## src/rtl/btn_evt_pkg.sv

```systemverilog
// btn_evt_pkg: shared event codes and per-channel state encoding for the button event scheduler.
// Revision 1.0
`default_nettype none

package btn_evt_pkg;

  typedef enum logic [1:0] {
    EVT_NONE  = 2'b00,
    EVT_SHORT = 2'b01,
    EVT_LONG  = 2'b10,
    EVT_LREL  = 2'b11
  } evt_type_t;

  typedef enum logic [1:0] {
    CH_IDLE = 2'b00,
    CH_HELD = 2'b01,
    CH_LONG = 2'b10
  } ch_state_t;

endpackage

`default_nettype wire

```

## src/rtl/btn_press_classifier.sv

```systemverilog
// btn_press_classifier: one channel's press FSM, saturating hold counter and edge-detect register.
// Revision 1.0
`default_nettype none

module btn_press_classifier
  import btn_evt_pkg::*;
#(
  parameter int LONG_TICKS = 16
) (
  input  logic       clk,
  input  logic       reset,
  input  logic       en,
  input  logic       db,
  output logic       post,
  output logic [1:0] code
);

  localparam int CNT_W = $clog2(LONG_TICKS);
  localparam logic [CNT_W-1:0] CNT_LAST = CNT_W'(LONG_TICKS - 1);
  localparam logic [CNT_W-1:0] CNT_PRE  = CNT_W'(LONG_TICKS - 2);
  localparam logic [CNT_W-1:0] CNT_ONE  = CNT_W'(1);

  ch_state_t        state;
  ch_state_t        state_nxt;
  logic [CNT_W-1:0] cnt;
  logic [CNT_W-1:0] cnt_nxt;
  logic             prev;

  // prev resets high so a button held through reset needs a release first
  always_ff @(posedge clk or negedge reset) begin
    if (!reset) begin
      state <= CH_IDLE;
      cnt   <= '0;
      prev  <= 1'b1;
    end else begin
      state <= state_nxt;
      cnt   <= cnt_nxt;
      prev  <= db;
    end
  end

  always_comb begin
    state_nxt = state;
    cnt_nxt   = cnt;
    post      = 1'b0;
    code      = EVT_NONE;
    if (!en) begin
      state_nxt = CH_IDLE;
      cnt_nxt   = '0;
    end else begin
      case (state)
        CH_IDLE: begin
          if (db && !prev) begin
            state_nxt = CH_HELD;
            cnt_nxt   = '0;
          end
        end
        CH_HELD: begin
          if (!db) begin
            post      = 1'b1;
            code      = EVT_SHORT;
            state_nxt = CH_IDLE;
          end else begin
            if (cnt != CNT_LAST) cnt_nxt = cnt + CNT_ONE;
            // counter reaching LONG_TICKS-1 on this edge completes LONG_TICKS held samples
            if (cnt == CNT_PRE) begin
              post      = 1'b1;
              code      = EVT_LONG;
              state_nxt = CH_LONG;
            end
          end
        end
        CH_LONG: begin
          if (!db) begin
            post      = 1'b1;
            code      = EVT_LREL;
            state_nxt = CH_IDLE;
          end else if (cnt != CNT_LAST) begin
            cnt_nxt = cnt + CNT_ONE;
          end
        end
        default: begin
          state_nxt = CH_IDLE;
          cnt_nxt   = '0;
        end
      endcase
    end
  end

endmodule

`default_nettype wire

```

## src/rtl/button_event_scheduler.sv

```systemverilog
// button_event_scheduler: classifies N debounced buttons and serialises their events round-robin.
// Revision 1.0
`default_nettype none

module button_event_scheduler
  import btn_evt_pkg::*;
#(
  parameter int N          = 4,
  parameter int LONG_TICKS = 50_000_000,
  parameter int IDX_W      = (N > 1) ? $clog2(N) : 1
) (
  input  logic             clk,
  input  logic             reset,
  input  logic [N-1:0]     db_in,
  input  logic [N-1:0]     enable_mask,
  output logic             evt_valid,
  input  logic             evt_ready,
  output logic [IDX_W-1:0] evt_chan,
  output logic [1:0]       evt_type,
  output logic             overflow,
  input  logic             clr_overflow
);

  localparam logic [IDX_W-1:0] IDX_ONE = IDX_W'(1);

  logic [N-1:0]     post;
  logic [1:0]       code  [N];
  logic [N-1:0]     pend;
  logic [1:0]       ptype [N];
  logic [IDX_W-1:0] ptr;

  logic             found;
  logic [IDX_W-1:0] win;
  logic [1:0]       win_type;
  logic [IDX_W-1:0] ptr_nxt;
  logic             load;
  logic             grant;
  logic [N-1:0]     granted;
  logic             ovf_set;

  for (genvar i = 0; i < N; i++) begin : g_chan
    btn_press_classifier #(
      .LONG_TICKS(LONG_TICKS)
    ) u_cls (
      .clk  (clk),
      .reset(reset),
      .en   (enable_mask[i]),
      .db   (db_in[i]),
      .post (post[i]),
      .code (code[i])
    );
  end

  // first pass covers ptr..N-1, second pass wraps to 0..ptr-1
  always_comb begin
    found    = 1'b0;
    win      = '0;
    win_type = EVT_NONE;
    for (int i = 0; i < N; i++) begin
      if (!found && pend[i] && (i >= int'(ptr))) begin
        found    = 1'b1;
        win      = IDX_W'(i);
        win_type = ptype[i];
      end
    end
    for (int i = 0; i < N; i++) begin
      if (!found && pend[i]) begin
        found    = 1'b1;
        win      = IDX_W'(i);
        win_type = ptype[i];
      end
    end
  end

  always_comb begin
    load    = !evt_valid || evt_ready;
    grant   = load && found;
    ptr_nxt = (int'(win) == N - 1) ? '0 : win + IDX_ONE;
    granted = '0;
    for (int i = 0; i < N; i++) begin
      granted[i] = grant && (int'(win) == i);
    end
    ovf_set = |(post & pend & ~granted);
  end

  always_ff @(posedge clk or negedge reset) begin
    if (!reset) begin
      pend <= '0;
      for (int i = 0; i < N; i++) ptype[i] <= EVT_NONE;
    end else begin
      for (int i = 0; i < N; i++) begin
        if (!enable_mask[i]) begin
          pend[i] <= 1'b0;
        end else if (post[i]) begin
          pend[i]  <= 1'b1;
          ptype[i] <= code[i];
        end else if (granted[i]) begin
          pend[i] <= 1'b0;
        end
      end
    end
  end

  always_ff @(posedge clk or negedge reset) begin
    if (!reset) begin
      evt_valid <= 1'b0;
      evt_chan  <= '0;
      evt_type  <= EVT_NONE;
      ptr       <= '0;
    end else if (load) begin
      if (found) begin
        evt_valid <= 1'b1;
        evt_chan  <= win;
        evt_type  <= win_type;
        ptr       <= ptr_nxt;
      end else begin
        evt_valid <= 1'b0;
      end
    end
  end

  // set wins over a simultaneous clear
  always_ff @(posedge clk or negedge reset) begin
    if (!reset) begin
      overflow <= 1'b0;
    end else if (ovf_set) begin
      overflow <= 1'b1;
    end else if (clr_overflow) begin
      overflow <= 1'b0;
    end
  end

endmodule

`default_nettype wire

```

## config.mk

```make
export PLATFORM = sky130hd
export DESIGN_NAME = button_event_scheduler
export DESIGN_NICKNAME = d
export VERILOG_FILES = /design/src/rtl/btn_evt_pkg.sv /design/src/rtl/btn_press_classifier.sv /design/src/rtl/button_event_scheduler.sv
export SDC_FILE = /design/constraint.sdc
export NUM_CORES = 1
export LEC_CHECK = 0
export ABC_AREA = 1
export BUFFER_PORTS_ARGS = -buffer_cell sky130_fd_sc_hd__buf_2
export CAP_MARGIN = 20
export CORE_MARGIN = 2
export CORE_UTILIZATION = 38
export DETAILED_ROUTE_END_ITERATION = 12
export PLACE_DENSITY = 0.51
export SLEW_MARGIN = 20
export SYNTH_ARGS = -nofsm -noshare
export SYNTH_HDL_FRONTEND = slang
export SYNTH_SLANG_ARGS = --single-unit
export TNS_END_PERCENT = 20
```

## constraint.sdc

```tcl
create_clock -name clk -period 1.9 [get_ports clk]
set_input_delay 0.095 -clock clk [delete_from_list [all_inputs] [get_ports clk]]
set_output_delay 0.095 -clock clk [all_outputs]
set_load 0.005 [all_outputs]
```

======== Word-level counts from Yosys, hierarchy flattened ========
Cells that the tools add are included.
storage, ports and cells
  register bits after elaboration ......... 136
  output and inout port bits .............. 6
  memory bits (read-only) ................. 0
  memories ................................ 0
  bits in writable memories ............... 0
  latch bits .............................. 0
  word-level logic and storage cells ...... 254
operators by class
  div/mod/pow operators ................... 0
  bitwise operators ....................... 3
  reductions and logical operators ........ 56
  $lt $le $gt $ge ......................... 3
  multipliers ............................. 0
  multiplexer cells ....................... 119
  $add $sub $neg .......................... 5
  shift operators ......................... 0
  eq/ne operators ......................... 43
operator list
  kind                                                                                number
  26-bit two-way mux                                                                  16
  26-bit case mux with 2 select lines                                                 4
  26-bit by 1-bit adder with 26-bit output, second input constant                     4
  26-bit == test, second input constant                                               4
  26-bit inequality test, second input constant                                       4
  2-bit two-way mux                                                                   47
  1-bit two-way mux                                                                   40
  3-bit by 2-bit inequality test with 1-bit output, second input constant             8
  3-bit inequality test, second input constant                                        8
  2-bit case mux with 3 select lines                                                  4
  3-bit AND reduction                                                                 8
  1-bit logical AND                                                                   19
  4-bit by 3-bit inequality test with 1-bit output, second input constant             4
  2-bit case mux with 2 select lines                                                  4
  2-bit == test, second input constant                                                6
  1-bit zero test                                                                     12
  3-bit by 1-bit inequality test with 1-bit output, second input constant             4
  2-bit by 1-bit == test with 1-bit output, second input constant                     5
  2-bit zero test                                                                     5
  2-bit AND reduction                                                                 5
  4-bit bitwise AND                                                                   2
  1-bit case mux with 2 select lines                                                  4
  2-bit OR reduction                                                                  4
  1-bit by 2-bit greater-or-equal comparator with 1-bit output, first input constant  2
  6 further kinds                                                                     6

======== Longest topological paths before layout ========
Gate-level depths: netlist of the first run.
  depth after elaboration ................. 32
  gate-level depth with buffers ........... 15
  gate-level depth less buffers ........... 15

======== Cells and area by module ========
Synthesis of the first run repeated with hierarchy kept, for this count alone.
second synthesis, totals
  cell total of the unflattened synthesis .. 1391
  area total of the unflattened synthesis .. 9521.6 µm²
by module, submodules not included
  module                                      instances  area an instance (µm²)  seq. area each (µm²)  cells an instance
  btn_press_classifier (g_chan[0].u_cls ...)  2          2103.3                  726.9                 313
  btn_press_classifier (g_chan[3].u_cls)      1          2122.0                  726.9                 315
  btn_press_classifier (g_chan[1].u_cls)      1          2065.7                  726.9                 310
  button_event_scheduler                      1          1127.3                  500.5                 140

======== Least setup slack after synthesis of the first run ========
No wires, ideal clock.
  path type ............................... register to register
  from .................................... reg ptr[1]
  to ...................................... reg overflow
  arrival time ............................ 1695 ps
  path slack .............................. 136 ps
  period minus slack after synthesis ...... 1764 ps
  cell stages (with the launch flop) ...... 16
  cell sequence ........................... dfrtp_1 > nand2_1 > nand2_1 > nand2_1 > nor2_2 > nand2_1 > nor3_2 > inv_1 > nand2_1 > inv_1 > ha_1 > nand3_1 > nand2_1 > nor2_1 > nor2_1 > nand3_1
on the way
  longest elaborated chain between the ends .. 32
  elaborated cells on any way between the ends .. 49
  those cells by class .................... order compare: 3; eq/ne: 3; mux: 16; bitwise: 2; reduce/logical: 25
RTL lines
  element                                                         RTL line                       source
  start: declaration                                              button_event_scheduler.sv:30   logic [IDX_W-1:0] ptr;
  start signal: assignment                                        button_event_scheduler.sv:115  ptr <= ptr_nxt;
  1-bit by 2-bit greater-or-equal comparator with 1-bit output    button_event_scheduler.sv:60   if (!found && pend[i] && (i >= int'(ptr))) begin
  1-bit logical AND                                               button_event_scheduler.sv:60
  1-bit two-way mux                                               button_event_scheduler.sv:60
  1-bit zero test                                                 button_event_scheduler.sv:60
  1-bit logical AND (2 in series)                                 button_event_scheduler.sv:60
  1-bit two-way mux                                               button_event_scheduler.sv:60
  1-bit zero test                                                 button_event_scheduler.sv:60
  1-bit logical AND (2 in series)                                 button_event_scheduler.sv:60
  (+15 left out)                                                  -
  2-bit two-way mux *                                             button_event_scheduler.sv:67   if (!found && pend[i]) begin
  net win[1]                                                      button_event_scheduler.sv:33   logic [IDX_W-1:0] win;
  2-bit == test (tied with other cells)                           button_event_scheduler.sv:81   granted[i] = grant && (int'(win) == i);
  1-bit logical AND                                               button_event_scheduler.sv:81
  4-bit inverter *                                                button_event_scheduler.sv:83   ovf_set = |(post & pend & ~granted);
  4-bit bitwise AND *                                             button_event_scheduler.sv:83
  4-bit OR reduction *                                            button_event_scheduler.sv:83
  1-bit two-way mux / 2-bit nonzero test (equally long branches)  -
  end signal: assignment                                          button_event_scheduler.sv:125  overflow <= 1'b0;
  end signal: assignment                                          button_event_scheduler.sv:127  overflow <= 1'b1;
  end signal: assignment                                          button_event_scheduler.sv:129  overflow <= 1'b0;
  end: declaration                                                button_event_scheduler.sv:20   output logic overflow,
Mark *: on every way through the listed nets, which the timed path passes. The rest lies on a longest branch.
A chain may end at the register's enable or synchronous reset.

======== Final worst setup path of the first run ========
Same ends and word-level chain as after synthesis.

==> results of run 1 <==
==> worst paths after layout <==
| check | start | to | slack (ns) | cells after the start |
|---|---|---|---|---|
| worst max-delay path | ptr[1] | overflow | 0.02 | 14 |
| worst min-delay path | enable_mask[2] | pend[2] | 0.008 | 3 |
| worst max register to register | ptr[1] | overflow | 0.02 | 14 |
| worst min register to register | evt_type[1] | evt_type[1] | 0.47 | 2 |
| max in group asynchronous | reset | g_chan[3].u_cls.prev | 1.00 | 3 |
| min in group asynchronous | reset | g_chan[2].u_cls.cnt[15] | 0.20 | 2 |
==> state kept, by name, indices dropped and copies added (netlist names), 2 cells and up <==
signal / cells
g_chan.u_cls.cnt: 104
g_chan.u_cls.state: 8
ptype: 8
g_chan.u_cls.prev: 4
pend: 4
evt_chan: 2
evt_type: 2
ptr: 2
==> critical path, delay by kind of cell, from the launching register on <==
family	cells	cell delay, ns
adder cells (fa/ha/maj)	1	0.13
AND/OR/NAND/NOR	11	1.00
buffers and inverters	2	0.21
flip-flops	1	0.41
==> synth_stat cells (all sizes together), types with 2 or more instances <==
cell type / n / area (um2)
o31ai: 4 / 30.0
nand3: 183 / 946
buf: 17 / 141
dfstp: 4 / 105
ha: 28 / 350
and3: 2 / 12.5
nor4: 2 / 12.5
inv: 157 / 589
mux2i: 7 / 70.1
o21ai: 59 / 337
xnor2: 11 / 96.3
a21oi: 11 / 62.6
a21o: 6 / 45.0
o211ai: 3 / 27.5
xor2: 44 / 385
dfrtp: 132 / 3300
nor3: 61 / 320
o22ai: 3 / 18.8
nand2: 394 / 1530
nand4: 47 / 294
nor2: 194 / 776
clkbuf: 18 / 67.6
o21a: 2 / 15.0
nor3b: 4 / 30.0
or2: 2 / 12.5
==> stage by stage <==
stage | power (mW) | instances | hold slack, ns
after floorplan | 5.61 | 1397 | -0.201
after global placement | 6.85 | 1766 | 0.101
after detailed placement | 6.85 | 1766 | 0.103
after CTS | 10.4 | 1808 | 0.00579
after global routing | 11.1 | 1810 | 0.0309
final | 10.4 | 1810 | 0.00804
==> per-layer routing <==
layer	track usage (%)	up-vias	wire, um
met2	34.9	164	12400
met5	0	-	0
li1	-	4656	-
met4	4.99	0	375
met3	2.72	39	794
met1	28.1	4235	12500
==> cell families after synthesis <==
| family | after synthesis |
|---|---|
| AND/OR/NAND/NOR | 890 |
| XOR/XNOR | 55 |
| adder cells (fa/ha/maj) | 28 |
| buffers and inverters | 192 |
| multiplexers | 7 |
| AO/OA/AOI/OAI | 89 |
| flip-flops | 136 |
==> layout make-up <==
cell class	count	area share (%)
inverter	157	5.27
timing repair buffer	86	6.03
clock inverter	8	0.827
sequential	136	30.5
tap	330	3.69
multi-input combinational	1069	49.3
clock buffer	24	4.48
==> power by group <==
group / leakage (nW) / switching, mW / internal [mW]
Combinational: 2.96 / 2.52 / 1.15
Sequential: 1.86 / 0.180 / 3.16
Clock: 0.296 / 1.29 / 2.10
Total: 5.11 / 3.99 / 6.40
==> timing repair <==
item                                   4_1_cts  5_1_grt
cloned                                       0        0
pin swaps                                    3       11
buffers inserted                             4        2
setup endpoints to repair                    1       79
endpoints found under the hold margin       54        0
hold buffers                                 6        0
gates resized for setup                      4       28
==> flow_summary.yaml, run 1 <==
yosys:
  synth_adder_area_share_pct: 3.65
  postSynthNetCount: 1437
  yosys.area_share.simple_pct: 41.1
  syn-cell-area_mm2: 0.00960
  synth_compound_area_share_pct: 5.66
  synth_top_family_by_area: "simple AND/OR/NAND/NOR gates"
  ys_seq_area_share_pct: 35.5
  synth-seq-cells: 136
  synth_edf_count: 0
  muxShareOfSynthArea_pct: 0.730
  synth_xor_area_share_pct: 5.02
  yosys_warnings: 0
  syn_inst: 1397
  avgSynthCellArea_um2: 6.87
  post_synth_num_cell_types: 41
  async_flop_share_pct: 100
  ys.flop_type: "dfrtp_1"
sta:
  post-route-period-util_pct: 98.8
  max_freq_mhz: 532
  rsz0062_at_grt: "true"
  tightest_slew_ns: 0.556
  skew_ns: 0.0156
  setup_viol_count_final: 0
  fin_setup_tns_ns: 0
  maxSlewHeadroom_pct: 62.9
  slew_viol_final: 0
  min_period_ns: 1.88
  finalHoldViolCount: 0
  setup_slack_ns: 0.0220
place:
  portBuffers: 17
  pre_cts_slack_ns: 0.0117
  gp_congestion: 0.870
  dp_hpwl_mm: 19.0
  place_area_mm2: 0.0104
layout:
  diodes: 0
  final_util_pct: 44.8
  final_cell_mix: "nand2_1 (378), nor2_1 (176), nand3_1 (175)"
  regArea_mm2: 0.00341
  layout_commonest_cell: "nand2_1"
  multi_input_area_mm2: 0.00551
  nets: 1507
  fin_area_mm2: 0.0112
  syn_to_final_growth_pct: 16.6
  layout-drive-gt1-share_pct: 12.4
  nFillCells: 2628
floorplanning:
  placement_rows: 58
  die_x_um: 163
  initial_core_util_pct: 38.4
  coreArea_mm2: 0.0250
  die-height_um: 163
  ios: 18
  die_area_mm2: 0.0265
pwr:
  p_leak_nw: 5.11
  powerDensity_mw_per_mm2: 929
  worst_ir_drop_vdd_uv: 631
detailed_routing:
  drtAntennaViolNets: 0
  drt_iter0_drc: 546
  wl_per_cell_um: 14.4
  drc_errors: 0
  routed_via_density: 5.02
  vias: 9094
  wirelength_mm: 26.1
  firstDrtPassIters: 6
clock_tree:
  cts.sinks: 136
  numCtsBuffers: 17
  root_buffer: "clkbuf_16"
  clk_latency_ns: 0.42
  clock_path_buffers: 2
  htree_levels: 4
  path_clk_slew_ns: 0.06
  cts_tree: "yes"
global_route:
  grt_max_degree: 56
  grt_pass1_wl_mm: 44.9
  grt_overflow_total: 0
  grt_pass1_vias: 9031
  grtUsageTotal_pct: 20.7
  antenna_found_initial: 0
flow_run:
  cap_viol_max_count: 0
run_status:
  status: "finished, final reports clean"
setup_path:
  crit_type: "register to register"
  critPathLaunchType: "register"
  required_ns: 2.19
  slowest_delay_ns: 0.41
  critPathCaptureType: "register"
  crit_chain: "nor2_1, nand2_1, nand2_2, nor2_4, buf_4, nand3_4, nand3_4, inv_2, ha_1, nand3_1, nand2_1, nor2_1, nor2_1, nand3_1"
  path_max_fanout: 4
  cp_common_cell: "nor2_1"
  slowest_stage: "dfrtp_1"
  critPathArrivalTime_ns: 2.17
min_path:
  hold_class: "input port to register"
No activity file was read; power rests on OpenSTA's default activity.
==> run 2: changes to the inputs <==
--- a/config.mk
+++ b/config.mk
@@ -11,7 +11,7 @@
 export CORE_MARGIN = 2
 export CORE_UTILIZATION = 38
 export DETAILED_ROUTE_END_ITERATION = 12
-export PLACE_DENSITY = 0.51
+export PLACE_DENSITY = 0.49
 export SLEW_MARGIN = 20
 export SYNTH_ARGS = -nofsm -noshare
 export SYNTH_HDL_FRONTEND = slang
==> constraint.sdc (replaced) <==
create_clock -name clk -period 2.2 [get_ports clk]
set_input_delay 0.11 -clock clk [delete_from_list [all_inputs] [get_ports clk]]
set_output_delay 0.11 -clock clk [all_outputs]
set_load 0.005 [all_outputs]
==> flow_summary.yaml, run 2 (synthesis results as in run 1) <==
floorplanning:
  die-height_um: 163
  coreArea_mm2: 0.0250
  die_x_um: 163
  ios: 18
  placement_rows: 58
  die_area_mm2: 0.0265
  initial_core_util_pct: 38.4
setup_path:
  crit_type: "register to register"
  slowest_stage: "ha_1"
  r2r_cells: 6
  critPathCaptureType: "register"
  path_max_fanout: 15
  critPathLaunchType: "register"
  required_ns: 2.56
  cpLargestDelayFamily: "adder cells"
  slowest_delay_ns: 0.58
  cp.depth: 6
  critPathArrivalTime_ns: 2.38
  crit_chain: "inv_1, ha_1, inv_1, nor4_1, nand2_1, nand2_1"
  worst-path-buf-inv: 2
clock_tree:
  clk_latency_ns: 0.42
  path_clk_slew_ns: 0.06
  htree_levels: 4
  clock_path_buffers: 2
  cts.sinks: 136
  numCtsBuffers: 17
  cts_tree: "yes"
  root_buffer: "clkbuf_16"
  post-cts-setup-buffers: 0
sta:
  min_period_ns: 2.02
  fin_setup_tns_ns: 0
  skew_ns: 0.0151
  maxSlewHeadroom_pct: 47.4
  slew_viol_final: 0
  whs_ns: 0.0285
  setup_slack_ns: 0.183
  post-route-period-util_pct: 91.7
  rsz0062_at_grt: "true"
  finalHoldViolCount: 0
  setup_viol_count_final: 0
  tightest_slew_ns: 0.788
  max_freq_mhz: 496
detailed_routing:
  vias: 8850
  routed_via_density: 5.00
  wirelength_mm: 25.6
  drtAntennaViolNets: 0
  wl_per_cell_um: 14.5
  firstDrtPassIters: 5
  drc_errors: 0
  drt_iter0_drc: 543
layout:
  syn_to_final_growth_pct: 12.3
  fin_area_mm2: 0.0108
  diodes: 0
  largest-register: "g_chan.u_cls.cnt"
  layout_commonest_cell: "nand2_1"
  layout-drive-gt1-share_pct: 8.96
  reg_top3: "g_chan.u_cls.cnt x104, g_chan.u_cls.state x8, ptype x8"
  fin_cells: 1769
  final_cell_mix: "nand2_1 (380), nor2_1 (181), nand3_1 (177)"
  final_util_pct: 43.2
  nets: 1467
  largest_reg_flops: 104
flow_run:
  cap_viol_max_count: 0
place:
  gp_congestion: 0.870
  place_area_mm2: 0.0101
  placedCellCount: 1733
  dp_hpwl_mm: 18.8
  portBuffers: 17
  pre_cts_slack_ns: 0.166
global_route:
  grt_pass1_vias: 8727
  grt.busiest_layer: "met2"
  grtUsageTotal_pct: 20.7
  antenna_found_initial: 0
  grt_use_met2_pct: 33.8
  grt_util_met1_pct: 29.4
  use_met3_pct: 3.21
  grt_max_degree: 59
  grt_overflow_total: 0
  grt_pass1_wl_mm: 44.6
pwr:
  total_power_mw: 8.57
  worst_ir_drop_vdd_uv: 520
  powerDensity_mw_per_mm2: 795
  p_leak_nw: 4.87
min_path:
  hold_class: "input port to register"
  hold_depth: 3
run_status:
  status: "finished, final reports clean"
run 2: path summary, 6_finish.rpt:
check	startpoint	endpoint	slack [ns]
max	g_chan[2].u_cls.state[0]	g_chan[2].u_cls.cnt[2]	0.18
min	enable_mask[2]	pend[2]	0.03
max reg2reg	g_chan[2].u_cls.state[0]	g_chan[2].u_cls.cnt[2]	0.18
min reg2reg	evt_type[1]	evt_type[1]	0.48
max in group asynchronous	reset	g_chan[3].u_cls.prev	1.21
min in group asynchronous	reset	g_chan[2].u_cls.cnt[14]	0.23
run 2: worst register-to-register path: stages (launching register included):
cell	delay (ns)
dfrtp_1	0.38
inv_1	0.09
ha_1	0.58
inv_1	0.40
nor4_1	0.36
nand2_1	0.09
nand2_1	0.07
run 2: timing repair:
action / in CTS / in global routing
hold endpoints to repair: 57 / 0
setup endpoints to repair: 0 / 6
hold buffers: 5 / 0
gates resized for setup: 0 / 8
run 2: area by class of cell:
type / count / area, um2
tap: 330 / 413
timing repair buffer: 46 / 334
clock inverter: 7 / 90.1
multi-input combinational: 1069 / 5430
inverter: 157 / 589
fill: 2635 / 14200
sequential: 136 / 3410
clock buffer: 24 / 512
run 2: report_power, final:
part | switching (mW) | total [mW] | internal, mW
Sequential | 0.174 | 2.90 | 2.73
Combinational | 2.03 | 2.71 | 0.682
Clock | 1.12 | 2.96 | 1.84
Total | 3.32 | 8.57 | 5.25
run 2: per-layer routing:
metal  share of wire (%)  routed length (um)
met3                 3.2                 820
met2                  46               11700
met1                  50               12900
met4                0.80                 204
met5                   0                   0
==> run 3: changes to the inputs <==
==> constraint.sdc (replaced) <==
create_clock -name clk -period 2.5 [get_ports clk]
set_input_delay 0.375 -clock clk [delete_from_list [all_inputs] [get_ports clk]]
set_output_delay 0.375 -clock clk [all_outputs]
set_load 0.005 [all_outputs]
==> flow_summary.yaml, run 3 (synthesis results as in run 1) <==
pwr:
  worst_ir_drop_vdd_uv: 525
  powerDensity_mw_per_mm2: 706
  total_power_mw: 7.53
  p_leak_nw: 4.83
detailed_routing:
  drtAntennaViolNets: 0
  wl_per_cell_um: 14.5
  routed_via_density: 5.00
  vias: 8800
  drc_errors: 0
  drt_iter0_drc: 524
  firstDrtPassIters: 6
  wirelength_mm: 25.5
setup_path:
  critPathCaptureType: "register"
  critPathLaunchType: "register"
  path_max_fanout: 23
  critPathArrivalTime_ns: 2.44
  r2r_setup_slack_ns: 0.35
  required_ns: 2.79
  crit_type: "register to register"
global_route:
  grt_pass1_wl_mm: 43.3
  grt_max_degree: 53
  grt_pass1_vias: 8594
  antenna_found_initial: 0
  grt_overflow_total: 0
  grtUsageTotal_pct: 20.2
clock_tree:
  cts_tree: "yes"
  htree_levels: 4
  root_buffer: "clkbuf_16"
  clk_latency_ns: 0.43
  cts.sinks: 136
  clock_path_buffers: 2
  numCtsBuffers: 17
  post-cts-setup-buffers: 0
  path_clk_slew_ns: 0.06
flow_run:
  cap_viol_max_count: 0
sta:
  maxSlewHeadroom_pct: 47.1
  tightest_slew_ns: 0.793
  finalHoldViolCount: 0
  fin_setup_tns_ns: 0
  skew_ns: 0.0172
  setup_viol_count_final: 0
  min_period_ns: 2.15
  setup_slack_ns: 0.355
  slew_viol_final: 0
  rsz0062_at_grt: "false"
  max_freq_mhz: 466
  post-route-period-util_pct: 85.8
layout:
  layout-drive-gt1-share_pct: 8.32
  diodes: 0
  layout_commonest_cell: "nand2_1"
  largest_reg_flops: 104
  syn_to_final_growth_pct: 11.1
  nets: 1458
  fin_area_mm2: 0.0107
  largest-register: "g_chan.u_cls.cnt"
  final_cell_mix: "nand2_1 (382), nor2_1 (183), nand3_1 (177)"
  reg_top3: "g_chan.u_cls.cnt x104, g_chan.u_cls.state x8, ptype x8"
floorplanning:
  ios: 18
  die-height_um: 163
  die_area_mm2: 0.0265
  placement_rows: 58
  initial_core_util_pct: 38.4
  die_x_um: 163
  coreArea_mm2: 0.0250
min_path:
  hold_class: "input port to register"
place:
  gp_congestion: 0.871
  dp_hpwl_mm: 18.6
  place_area_mm2: 0.0100
  pre_cts_slack_ns: 0.373
  portBuffers: 17
run_status:
  status: "finished, final reports clean"
run 3: stage by stage:
stage	util (%)	std cells	hold slack [ns]
finish	42.7	1761	0.0855
floorplan	-	1397	0.0794
global placement	40.2	1728	0.377
global route	42.7	1761	0.0679
detailed placement	40.2	1728	0.380
CTS	42.7	1761	0.0684
run 3: critical path, cell delays in order, from the launching register on:
cell	delay, ns
dfrtp_1	0.43
ha_1	0.24
inv_1	0.10
nor2_2	0.29
inv_1	0.10
nor2_1	0.12
nand2_1	0.08
nand3_2	0.15
nand2_4	0.06
inv_2	0.29
o21ai_0	0.15
run 3: final timing paths:
path                                        startpoint                       to  cells past startpoint
min in group asynchronous                        reset  g_chan[2].u_cls.cnt[21]                      2
worst max register to register  g_chan[3].u_cls.cnt[1]  g_chan[3].u_cls.cnt[19]                     10
worst min register to register             evt_type[1]              evt_type[1]                      2
worst min-delay path                          db_in[2]     g_chan[2].u_cls.prev                      1
worst max-delay path            g_chan[3].u_cls.cnt[1]  g_chan[3].u_cls.cnt[19]                     10
max in group asynchronous                        reset     g_chan[2].u_cls.prev                      3
run 3: cell type report:
| class | count | area, um2 |
|---|---|---|
| Tap cell | 330 | 413 |
| Clock inverter | 9 | 123 |
| Fill cell | 2656 | 14300 |
| Timing Repair Buffer | 37 | 256 |
| Inverter | 157 | 589 |
| Clock buffer | 23 | 478 |
| Multi-Input combinational cell | 1069 | 5390 |
| Sequential cell | 136 | 3410 |
run 3: repair_timing:
item                      in CTS  in global routing
hold buffers                   1                  0
resized for setup              0                  0
hold endpoints to repair      46                  0
run 3: power by group:
group	internal, mW	switching, mW	leakage (nW)	total [mW]
Clock	1.64	0.992	0.297	2.63
Combinational	0.582	1.76	2.68	2.34
Sequential	2.40	0.154	1.86	2.55
Total	4.62	2.91	4.83	7.53
run 3: per-layer routing:
metal	up-vias	global-route usage (%)	part of all wire, %
met2	137	33.4	46
met5	-	0	0
met3	21	2.67	2.8
li1	4554	-	-
met1	4088	27.8	50
met4	0	5.23	1.1
